[config.mk]
export PLATFORM = sky130hd
export DESIGN_NAME = purse_controller
export DESIGN_NICKNAME = d
export VERILOG_FILES = /design/src/rtl/purse_controller.sv
export SDC_FILE = /design/constraint.sdc
export NUM_CORES = 1
export LEC_CHECK = 0
export CAP_MARGIN = 30
export CORE_ASPECT_RATIO = 1.25
export CORE_MARGIN = 10
export CORE_UTILIZATION = 45
export DETAILED_ROUTE_END_ITERATION = 8
export PLACE_DENSITY_LB_ADDON = 0.12
export REMOVE_ABC_BUFFERS = 1
export SLEW_MARGIN = 10
export SYNTH_ARGS = -nofsm -noshare
export SYNTH_HDL_FRONTEND = slang
export SYNTH_SLANG_ARGS = --single-unit
[constraint.sdc]
create_clock -name clk -period 17.7 [get_ports clk]
set_clock_uncertainty 0.15 [all_clocks]
set_input_delay 2.655 -clock clk [delete_from_list [all_inputs] [get_ports clk]]
set_output_delay 2.655 -clock clk [all_outputs]
set_load 0.005 [all_outputs]
[src/rtl/purse_controller.sv]
// -----------------------------------------------------------------------------
// purse_controller
//   Owns the player's balance and purse level during a battle. Income accrues
//   once per TICK_DIV cycles while the battle runs, the balance is clamped to
//   the cap of the current purse level, and single-cycle deploy/upgrade
//   requests are answered one cycle later with registered ack/ok pulses.
//
// Ports
//   clk        system clock
//   rst        asynchronous active-high reset
//   en         battle running; gates income accrual only
//   clear      synchronous new-battle clear (same effect as rst, lower priority)
//   buy_req    single-cycle deploy request, army kind on buy_kind
//   buy_kind   army kind 0..7
//   upg_req    single-cycle purse-upgrade request
//   money      current balance 0..10000
//   level      purse level 0..7
//   max_money  balance cap for the current level
//   buy_ack    one-cycle pulse answering buy_req; buy_ok = purchased
//   upg_ack    one-cycle pulse answering upg_req; upg_ok = upgraded
// -----------------------------------------------------------------------------
module purse_controller #(
  parameter int TICK_DIV = 10000000,
  parameter int INC_STEP = 1
) (
  input  logic        clk,
  input  logic        rst,
  input  logic        en,
  input  logic        clear,
  input  logic        buy_req,
  input  logic [2:0]  buy_kind,
  input  logic        upg_req,
  output logic [14:0] money,
  output logic [2:0]  level,
  output logic [14:0] max_money,
  output logic        buy_ack,
  output logic        buy_ok,
  output logic        upg_ack,
  output logic        upg_ok
);

  localparam int              CNT_W      = (TICK_DIV > 2) ? $clog2(TICK_DIV) : 1;
  localparam logic [CNT_W-1:0] TICK_LAST = CNT_W'(TICK_DIV - 1);
  localparam logic [15:0]      INC_W     = 16'(INC_STEP);

  // Deploy price of each army kind.
  function automatic logic [14:0] army_cost(input logic [2:0] kind);
    case (kind)
      3'd0:    army_cost = 15'd75;
      3'd1:    army_cost = 15'd150;
      3'd2:    army_cost = 15'd240;
      3'd3:    army_cost = 15'd350;
      3'd4:    army_cost = 15'd750;
      3'd5:    army_cost = 15'd1500;
      3'd6:    army_cost = 15'd2000;
      3'd7:    army_cost = 15'd2400;
      default: army_cost = 15'd2400;
    endcase
  endfunction

  // Price of leaving the given level; level 7 is never upgradable.
  function automatic logic [14:0] upg_cost(input logic [2:0] lvl);
    case (lvl)
      3'd0:    upg_cost = 15'd100;
      3'd1:    upg_cost = 15'd200;
      3'd2:    upg_cost = 15'd400;
      3'd3:    upg_cost = 15'd600;
      3'd4:    upg_cost = 15'd1000;
      3'd5:    upg_cost = 15'd2000;
      3'd6:    upg_cost = 15'd4000;
      default: upg_cost = 15'd0;
    endcase
  endfunction

  // Balance cap of each purse level.
  function automatic logic [14:0] level_cap(input logic [2:0] lvl);
    case (lvl)
      3'd0:    level_cap = 15'd100;
      3'd1:    level_cap = 15'd300;
      3'd2:    level_cap = 15'd500;
      3'd3:    level_cap = 15'd1000;
      3'd4:    level_cap = 15'd2000;
      3'd5:    level_cap = 15'd4000;
      3'd6:    level_cap = 15'd6000;
      3'd7:    level_cap = 15'd10000;
      default: level_cap = 15'd10000;
    endcase
  endfunction

  logic [CNT_W-1:0] tick_cnt_r;
  logic [14:0]      money_r;
  logic [2:0]       level_r;
  logic [14:0]      max_money_r;
  logic             buy_ack_r;
  logic             buy_ok_r;
  logic             upg_ack_r;
  logic             upg_ok_r;

  logic             tick_s;
  logic [14:0]      buy_cost_s;
  logic [14:0]      upg_cost_s;
  logic             buy_ok_s;
  logic             upg_ok_s;
  logic [15:0]      spend_s;
  logic [15:0]      income_s;
  logic [15:0]      sum_s;
  logic [2:0]       level_nx_s;
  logic [14:0]      cap_nx_s;
  logic [14:0]      money_nx_s;

  // Income tick: the counter only advances while the battle runs.
  always_comb begin
    tick_s = en && (tick_cnt_r == TICK_LAST);
  end

  // Request arbitration and next-balance computation.
  always_comb begin
    buy_cost_s = army_cost(buy_kind);
    upg_cost_s = upg_cost(level_r);
    buy_ok_s   = 1'b0;
    upg_ok_s   = 1'b0;
    spend_s    = 16'd0;
    level_nx_s = level_r;
    // A buy always wins the edge; a simultaneous upgrade is acked but refused.
    if (buy_req) begin
      if (money_r >= buy_cost_s) begin
        buy_ok_s = 1'b1;
        spend_s  = {1'b0, buy_cost_s};
      end else begin
        buy_ok_s = 1'b0;
      end
    end else if (upg_req) begin
      if ((level_r != 3'd7) && (money_r >= upg_cost_s)) begin
        upg_ok_s   = 1'b1;
        spend_s    = {1'b0, upg_cost_s};
        level_nx_s = level_r + 3'd1;
      end else begin
        upg_ok_s = 1'b0;
      end
    end else begin
      spend_s = 16'd0;
    end
    // Income uses the level in force before this edge's upgrade.
    if (tick_s) begin
      income_s = ({13'd0, level_r} + 16'd1) * INC_W;
    end else begin
      income_s = 16'd0;
    end
    // Acceptance was checked against the pre-tick balance, so no underflow.
    sum_s    = {1'b0, money_r} - spend_s + income_s;
    cap_nx_s = level_cap(level_nx_s);
    if (sum_s > {1'b0, cap_nx_s}) begin
      money_nx_s = cap_nx_s;
    end else begin
      money_nx_s = sum_s[14:0];
    end
  end

  // State and registered responses; clear acks requests but refuses them.
  always_ff @(posedge clk or posedge rst) begin
    if (rst) begin
      tick_cnt_r  <= '0;
      money_r     <= 15'd0;
      level_r     <= 3'd0;
      max_money_r <= 15'd100;
      buy_ack_r   <= 1'b0;
      buy_ok_r    <= 1'b0;
      upg_ack_r   <= 1'b0;
      upg_ok_r    <= 1'b0;
    end else if (clear) begin
      tick_cnt_r  <= '0;
      money_r     <= 15'd0;
      level_r     <= 3'd0;
      max_money_r <= 15'd100;
      buy_ack_r   <= buy_req;
      buy_ok_r    <= 1'b0;
      upg_ack_r   <= upg_req;
      upg_ok_r    <= 1'b0;
    end else begin
      if (tick_s) begin
        tick_cnt_r <= '0;
      end else if (en) begin
        tick_cnt_r <= tick_cnt_r + CNT_W'(1);
      end else begin
        tick_cnt_r <= tick_cnt_r;
      end
      money_r     <= money_nx_s;
      level_r     <= level_nx_s;
      max_money_r <= cap_nx_s;
      buy_ack_r   <= buy_req;
      buy_ok_r    <= buy_ok_s;
      upg_ack_r   <= upg_req;
      upg_ok_r    <= upg_ok_s;
    end
  end

  assign money     = money_r;
  assign level     = level_r;
  assign max_money = max_money_r;
  assign buy_ack   = buy_ack_r;
  assign buy_ok    = buy_ok_r;
  assign upg_ack   = upg_ack_r;
  assign upg_ok    = upg_ok_r;

endmodule

==> results_dict.tcl <==
set metrics [dict create \
    outcome "completed" \
    worst_slew_pin_slew_ns 0.937 \
    peakVddDrop_mv 0.0728 \
    reg2reg_depth 30 \
    hold_buffers 0 \
    grt_pass1_vias 4104 \
    clockRootBuffer "clkbuf_16" \
    grt_pass1_wl_um 21000 \
    worstSkewPairLatency_ns 0.33 \
    cts_inserted_buffers 9 \
    post_drt_wl_per_cell_um 18.1 \
    synth_area_um2 4840 \
    fin_crit_ns 10.42 \
    drc_errors 0 \
    cts_sinks 57 \
    wl_um 13200 \
    syn_area_per_cell_um2 8.77 \
    clockBufferDepth 2 \
    p_leak_nw 2.56 \
    grt_max_degree 58 \
    dpl_cell_area_um2 5380 \
    powerDensity_nw_per_um2 190 \
    ioPinCount 46 \
    via_count 4116 \
    ys.flop_type "dfrtp_1" \
    min_path_cells 2 \
    fin_util_pct 53.6 \
    synth-seq-cells 57 \
    crit_family "compound AO/OA/AOI/OAI gates" \
    cp-start-kind "input pin" \
    rsz0062_at_grt "false" \
    crit_required_ns 17.78 \
    viasPerCell 5.62 \
    ctsResizeCount 0 \
    ant_nets 0 \
    ys_types 60 \
    maxCapViolations 0 \
    start_util_pct 45.9 \
    postLayoutCellArea_um2 5660 \
    die_w_um 113 \
    finalSetupTns_ns 0 \
    hold_viol 0 \
    synth-seq-area-share_pct 29.5 \
    crit_arrival_ns 10.50 \
    fmax_ghz 0.0959 \
    clk_pin_slew_ns 0.05 \
    drt_pass1_iterations 4 \
    crit_top_cell "ha_1" \
    yosys_warnings 0 \
    place_hpwl_um 10400 \
    hp-class "flip-flop to flip-flop" \
    crit_slowest_cell "clkdlybuf4s50_1" \
    syn_inst 552 \
    num_rows 42 \
    track_usage_pct 17.1 \
    relSlewSlack_pct 37.3 \
    antenna_found_initial 0 \
    portBuffers 42 \
    syn_to_final_growth_pct 16.9 \
    cts_setup_buffers 0 \
    setup_viol 0 \
    gp_congestion 0.968 \
    die_area_um2 15300 \
    crit_buf_inv 5 \
    synth-async-reset-ratio_pct 100 \
    fin_crit_sh_pct 58.9 \
    cpPeakStageDelay_ns 0.56 \
    critPathKind "input pin to flip-flop" \
    htreeDepth 3 \
    drv_slew 0 \
    coreArea_um2 10600 \
    path_max_fanout 22 \
    synth_edf_count 0 \
    die_h_um 136 \
    cp-end-kind "flip-flop" \
    grt-ovfl-total 0 \
    cts_tree "done" \
    n_antenna_cell 0 \
    drive_gt1_share_pct 4.83 \
    cp.depth 32 \
    drt-initial-drc-count 222 \
    nets 686 \
]
==> path summary, 6_finish.rpt <==
| kind | start | end | slack [ns] |
|---|---|---|---|
| worst min register to register | tick_cnt_r[20] | tick_cnt_r[20] | 0.40 |
| min in group asynchronous | rst | money[13] | 2.71 |
| max in group asynchronous | rst | max_money[10] | 14.20 |
| worst min-delay path | tick_cnt_r[20] | tick_cnt_r[20] | 0.40 |
| worst max register to register | level[0] | money[12] | 9.63 |
| worst max-delay path | buy_kind[0] | money[12] | 7.28 |
==> worst min-delay path, cell delays in order, from the launching register on <==
cell	delay, ns
dfrtp_1	0.35
xor2_1	0.07
nor2_1	0.08
==> cells in the final DEF, fill, tap and decap left out, types with 5 or more instances in the layout <==
master and instances:
ha_1 78, nor2_1 64, dfrtp_1 54, clkdlybuf4s50_1 42
nand2_1 36, inv_1 33, a21oi_1 33, o21ai_0 21
xor2_1 17, nand3_1 16, nand4_1 15, xnor2_1 15
nor3_1 14, o21a_1 12, and3_1 10, a211oi_1 9
a21o_1 9, o22a_1 9, clkbuf_16 9, and2_1 7
nor2b_1 7, or3_1 6, nor4_1 5
==> sequential cells by signal, summed over array words and instances, names as in the netlist <==
name / count
tick_cnt_r: 24
upg_ack: 1
max_money: 12
buy_ack: 1
upg_ok: 1
money: 15
buy_ok: 1
level: 2
==> metrics by stage <==
stage	total power [mW]	hold WS [ns]	setup slack [ns]	std cells
after detailed placement	0.908	0.388	6.60	715
after CTS	1.07	0.403	6.91	731
after global routing	1.18	0.430	6.76	732
after global placement	0.897	0.364	6.31	714
final	1.07	0.395	7.28	732
after floorplan	0.710	0.347	8.18	538
==> area by class of cell <==
type,count,area [um2]
clock inverter,3,17.5
sequential,57,1430
multi-input combinational,446,3210
clock buffer,13,250
fill,1007,4900
inverter,35,131
timing repair buffer,46,454
tap,132,165
==> cells in the mapped netlist (5+ instances only) <==
| master | count | area, um2 |
|---|---|---|
| a211oi_1 | 9 | 67.6 |
| a21o_1 | 9 | 67.6 |
| a21oi_1 | 33 | 165 |
| and2_1 | 7 | 43.8 |
| and3_1 | 10 | 62.6 |
| clkbuf_1 | 11 | 41.3 |
| dfrtp_1 | 54 | 1350 |
| ha_1 | 78 | 976 |
| inv_1 | 34 | 128 |
| nand2_1 | 36 | 135 |
| nand3_1 | 16 | 80.1 |
| nand4_1 | 15 | 93.8 |
| nor2_1 | 64 | 240 |
| nor2b_1 | 7 | 43.8 |
| nor3_1 | 14 | 70.1 |
| nor4_1 | 5 | 31.3 |
| o21a_1 | 12 | 90.1 |
| o21ai_0 | 21 | 105 |
| o22a_1 | 9 | 78.8 |
| or3_1 | 6 | 37.5 |
| xnor2_1 | 15 | 131 |
| xor2_1 | 17 | 149 |
==> cells by family (layout without fill, tap and decap cells) <==
| kind of cell | Yosys count | count (layout) | synth area share, % |
|---|---|---|---|
| adders and majority gates | 82 | 82 | 21.8 |
| DFF | 57 | 57 | 29.5 |
| AOI/OAI and AO/OA | 123 | 123 | 17.0 |
| xor gates and xnor gates | 32 | 32 | 5.79 |
| and+or+nand+nor | 202 | 202 | 20.8 |
| muxes | 3 | 3 | 0.646 |
| other | 1 | 4 | 0.0774 |
| buffers and inverters | 52 | 97 | 4.39 |
==> metal layers <==
| metal | wire length (um) | global-route usage (%) | up-vias |
|---|---|---|---|
| met2 | 6680 | 29.9 | 85 |
| met1 | 5450 | 19.0 | 1953 |
| met5 | 0 | 0 | - |
| li1 | - | - | 2048 |
| met3 | 546 | 3.17 | 30 |
| met4 | 542 | 9.75 | 0 |
==> report_power, final <==
part           total [mW]  internal (mW)  switching (mW)
clock network       0.158         0.0980          0.0604
registers           0.172          0.148          0.0238
logic               0.745          0.325           0.420
total                1.07          0.571           0.504
No activity file was read; power rests on OpenSTA's default activity.
==> edit 1 (config.mk and constraints unchanged) <==
Set the parameter `TICK_DIV` to 5000000 (it was 10000000).
--- a/src/rtl/purse_controller.sv
+++ b/src/rtl/purse_controller.sv
@@ -22,3 +22,3 @@
 module purse_controller #(
-  parameter int TICK_DIV = 10000000,
+  parameter int TICK_DIV = 5000000,
   parameter int INC_STEP = 1
Formal check against the unedited RTL: same outputs for any inputs over 10 cycles, from zero or initial values and one cycle with rst high; that may be too few to reach the edited logic, so the function may still have changed.
==> edit 1 against the original RTL <==
- wire length grew 0.79%
- cell area shrank 3.3%
- total power grew 0.81%
- count of clock-buffer cells in the layout shrank 8
- area after synthesis shrank 1.3%
- sequential cell count shrank 1
- combinational power grew 8.2%
- setup slack gained 0.044 ns
- cell count shrank 1.5%
- via count shrank 0.58%
==> edit 1: results (changes against the original RTL) <==
metric;value;unit;change
maximum level of the CTS H-tree;2;;-1
CTS Buf Count;5;;-4
capture endpoint of the worst hold path;tick_cnt_r[22];;
number of cells on the worst reg-to-reg path;29;;-3.3%
clock transition at the registers of the reported paths;0.08;ns;+0.03 ns
global-route usage over all layers;17.28;%;+0.17 points
final HPWL from detailed placement;10480;um;+0.86%
register with the highest flop count;tick_cnt_r;;
amount of wire on met2 after detailed routing;6501;um;-2.6%
Distinct cells, synth;65;;+8.3%
post-DR wirelength/cell;18.47;um;+2.3%
sequential cell power;0.174;mW;
signal arrival time at the worst endpoint;10.42;ns;-0.08 ns
VDD IR max;216.7;uV;+200%
slowest stage cell on the critical path;sky130_fd_sc_hd__fa_1;;
met1 capacity usage during global routing;21.43;%;+2.4 points
critical-path maximum fanout;23;;+4.5%
nets;679;;-1.0%
met3 global-route usage;2.527;%;-0.65 points
portion of the post-synthesis area used by sequential elements;29.38;%;-0.14 points
maximum number of pins on one net before global-route repair;57;;-1.7%
final-layout fill cell count;1041;;+3.4%
run status;finished clean;;
fraction of final layout cells sized beyond drive strength 1;4.244;%;-0.59 points
count of flip-flops with a built-in enable after synthesis;0;;unchanged
critical path capture point;money[7];;
number of flip-flops in the largest register;23;;-4.2%
Leakage;2.523;nW;-1.3%
global-route track usage on met2;29.17;%;-0.73 points
Routed met1 length;5798;um;+6.4%
Switching Share;49.55;%;+2.7 points
slew at the pin with the worst max-slew slack;0.7524;ns;-0.1843 ns
relative contribution of combinational cells to total power;74.3;%;+5.0 points
leading post-synthesis cells by cell area;sky130_fd_sc_hd__dfrtp_1, sky130_fd_sc_hd__ha_1, sky130_fd_sc_hd__nor2_1;;
placer congestion estimate;0.9631;;-0.55%
HP Start;tick_cnt_r[22];;
length of the first detailed-routing pass in iterations;7;;+3
r2r setup slk;9.24;ns;-0.39 ns
detailed route wirelength on metal3;584;um;+7.0%
synthesized-area fraction occupied by adder cells;22.08;%;+0.28 points
compound-gate portion of the synthesized area;16.85;%;-0.15 points
xor/xnor cell area share of the yosys netlist;5.861;%;+0.074 points
worst stage delay on the critical path;0.58;ns;+0.02 ns
via/cell ratio;5.675;;+0.93%
1st-iter DRT viols;267;;+20%
list of most frequent post-synthesis cells;sky130_fd_sc_hd__ha_1, sky130_fd_sc_hd__nor2_1, sky130_fd_sc_hd__dfrtp_1;;
multiplexer fraction of the synthesized cell area;0.8634;%;+0.22 points
number of global-route vias before repair;4048;;-1.4%
global-route wire length before repair;21290;um;+1.5%
Clock Latency Late Sink;0.30;ns;-0.03 ns
[edit 1: cell count changes in the layout (fill, tap and decap cells not counted), moves of 4 or more]
cell	change
sky130_fd_sc_hd__a31oi_1	+4
sky130_fd_sc_hd__clkbuf_16	-4
sky130_fd_sc_hd__nand4_1	-9
sky130_fd_sc_hd__a2bb2oi_1	+4
sky130_fd_sc_hd__nor2_1	-5
sky130_fd_sc_hd__o22a_1	-9
sky130_fd_sc_hd__and3_1	-4
sky130_fd_sc_hd__inv_1	+11
sky130_fd_sc_hd__nor4_1	-4
sky130_fd_sc_hd__nand2_1	+4
sky130_fd_sc_hd__o21a_1	-9
sky130_fd_sc_hd__o21ai_0	+4
[edit 1: area by class of cell]
class | instances | area [um2] | share of cell area [%]
Clock buffer | 5 | 125.1 | 2.285
Tap cell | 132 | 165.2 | 3.016
Inverter | 46 | 172.7 | 3.154
Sequential cell | 56 | 1405 | 25.66
Clock inverter | 3 | 21.27 | 0.3885
Multi-Input combinational cell | 433 | 3132 | 57.20
Timing Repair Buffer | 46 | 454.2 | 8.295
[edit 1: per-stage QoR]
| stage | utilization (%) | instance area, um2 | setup WS, ns | hold WS, ns | instances |
|---|---|---|---|---|---|
| 6_report | 52.10 | 5475 | 7.321 | 0.3978 | 721 |
| 5_1_grt | 52.10 | 5475 | 6.856 | 0.4262 | 721 |
| 4_1_cts | 51.99 | 5464 | 7.043 | 0.4024 | 720 |
| 3_5_place_dp | 50.60 | 5318 | 6.774 | 0.3821 | 712 |
| 3_3_place_gp | 50.60 | 5318 | 6.791 | 0.3801 | 712 |
| 2_1_floorplan | - | 4710 | 8.500 | 0.3514 | 535 |
==> edit 2 (config.mk and constraints unchanged) <==
Without the edit above. Compare `tick_cnt_r` against `TICK_LAST` with >= in place of ==.
--- a/src/rtl/purse_controller.sv
+++ b/src/rtl/purse_controller.sv
@@ -112,3 +112,3 @@
   always_comb begin
-    tick_s = en && (tick_cnt_r == TICK_LAST);
+    tick_s = en && (tick_cnt_r >= TICK_LAST);
   end
Check against the original RTL: same outputs for any inputs over 10 cycles, from zero or initial values and one cycle with rst high; that may be too few to reach the edited logic, so the function may still have changed.
==> edit 2 against the original RTL <==
- cell count is 15% higher
- area after synthesis up 12%
- sequential cell count stayed put
- wire length increased by 19%
- count of clock-buffer cells in the layout down 3
- total power is 10% higher
- setup slack improved by 1.3 ns
- register-to-register slack better by 0.56 ns
- cell area increased by 11%
- critical path type unchanged
- largest cell class unchanged
- largest power group unchanged
- highest routed layer unchanged
==> edit 2: results (changes against the original RTL) <==
metric;value;unit;change
run status;finished clean;;
largest family of logic cells by synthesized area;simple AND/OR/NAND/NOR gates;;
via/cell ratio;5.749;;+2.2%
portion of the post-synthesis area used by sequential elements;26.39;%;-3.1 points
xor/xnor cell area share of the yosys netlist;2.747;%;-3.0 points
initial antenna violation count;0;;unchanged
nets;767;;+12%
detailed route wirelength on metal3;407;um;-25%
number of global-route vias before repair;4749;;+16%
global-route wire length before repair;24940;um;+19%
slowest stage cell on the critical path;sky130_fd_sc_hd__clkdlybuf4s50_1;;
synthesized-area fraction occupied by adder cells;19.48;%;-2.3 points
number of inserted diodes;0;;unchanged
Leakage;2.765;nW;+8.2%
setup repair bufs after CTS;0;;unchanged
via count of the routed design;4841;;+18%
class of the most critical hold timing path;flop to flop;;
Worst slew margin;51.84;%;+15 points
global-route usage over all layers;18.39;%;+1.3 points
VDD IR max;106.3;uV;+46%
signal arrival time at the worst endpoint;9.24;ns;-1.26 ns
Routed met1 length;6715;um;+23%
multiplexer fraction of the synthesized cell area;1.016;%;+0.37 points
placed cell count;824;;+15%
compound-gate portion of the synthesized area;22.35;%;+5.3 points
met1 capacity usage during global routing;21.17;%;+2.1 points
synthesized instance count;638;;+16%
placer congestion estimate;0.9079;;-6.2%
1st-iter DRT viols;323;;+45%
list of most frequent post-synthesis cells;sky130_fd_sc_hd__ha_1, sky130_fd_sc_hd__nor2_1, sky130_fd_sc_hd__dfrtp_1;;
worst setup slack after placement;7.758;ns;+1.157 ns
final-layout fill cell count;1137;;+13%
Distinct cells, synth;78;;+30%
fraction of final layout cells sized beyond drive strength 1;7.636;%;+2.8 points
leading post-synthesis cells by cell area;sky130_fd_sc_hd__dfrtp_1, sky130_fd_sc_hd__ha_1, sky130_fd_sc_hd__nor2_1;;
final HPWL from detailed placement;12310;um;+19%
length of the first detailed-routing pass in iterations;5;;+1
met3 global-route usage;1.736;%;-1.4 points
post-DR wirelength/cell;18.65;um;+3.3%
amount of wire on met2 after detailed routing;8088;um;+21%
-- edit 2: changes by cell type in the layout (fill, tap and decap cells not counted), sizes merged, moves of 8 or more --
cell	before	now
o21ai	25	42
a211oi	9	18
inv	35	44
xor2	17	6
a22o	0	9
nand3	16	30
nand4	15	7
nand2	36	47
o22a	9	0
-- edit 2: per-stage QoR --
stage | total power, mW | util [%] | instance area [um2]
floorplan | 0.7599 | - | 5309
global placement | 0.9656 | 50.70 | 5946
detailed placement | 0.9789 | 50.87 | 5966
CTS | 1.163 | 53.48 | 6271
global route | 1.278 | 53.67 | 6294
finish | 1.185 | 53.67 | 6294
-- edit 2: layout make-up --
class | count | share of cell area, %
Multi-Input combinational cell | 516 | 59.07
Sequential cell | 57 | 22.72
Timing Repair Buffer | 49 | 7.594
Clock buffer | 10 | 3.797
Tap cell | 161 | 3.201
Inverter | 43 | 2.565
Clock inverter | 6 | 1.054
-- edit 2: worst paths after layout --
kind | cells past startpoint | startpoint | slack [ns] | endpoint
worst max-delay path | 31 | buy_kind[0] | 8.56 | money[10]
worst min-delay path | 2 | tick_cnt_r[23] | 0.40 | tick_cnt_r[23]
worst max register to register | 27 | level[0] | 10.19 | money[10]
worst min register to register | 2 | tick_cnt_r[23] | 0.40 | tick_cnt_r[23]
max in group asynchronous | 3 | rst | 14.22 | tick_cnt_r[23]
min in group asynchronous | 3 | rst | 2.70 | max_money[13]
-- edit 2: power groups by stage --
| stage | Combinational, mW | Sequential, mW | Clock, mW |
|---|---|---|---|
| after floorplan | 0.588 | 0.172 | 0 |
| after global placement | 0.780 | 0.186 | 0 |
| after detailed placement | 0.793 | 0.186 | 0 |
| after CTS | 0.799 | 0.183 | 0.180 |
| after global routing | 0.907 | 0.186 | 0.185 |
| final | 0.824 | 0.184 | 0.177 |
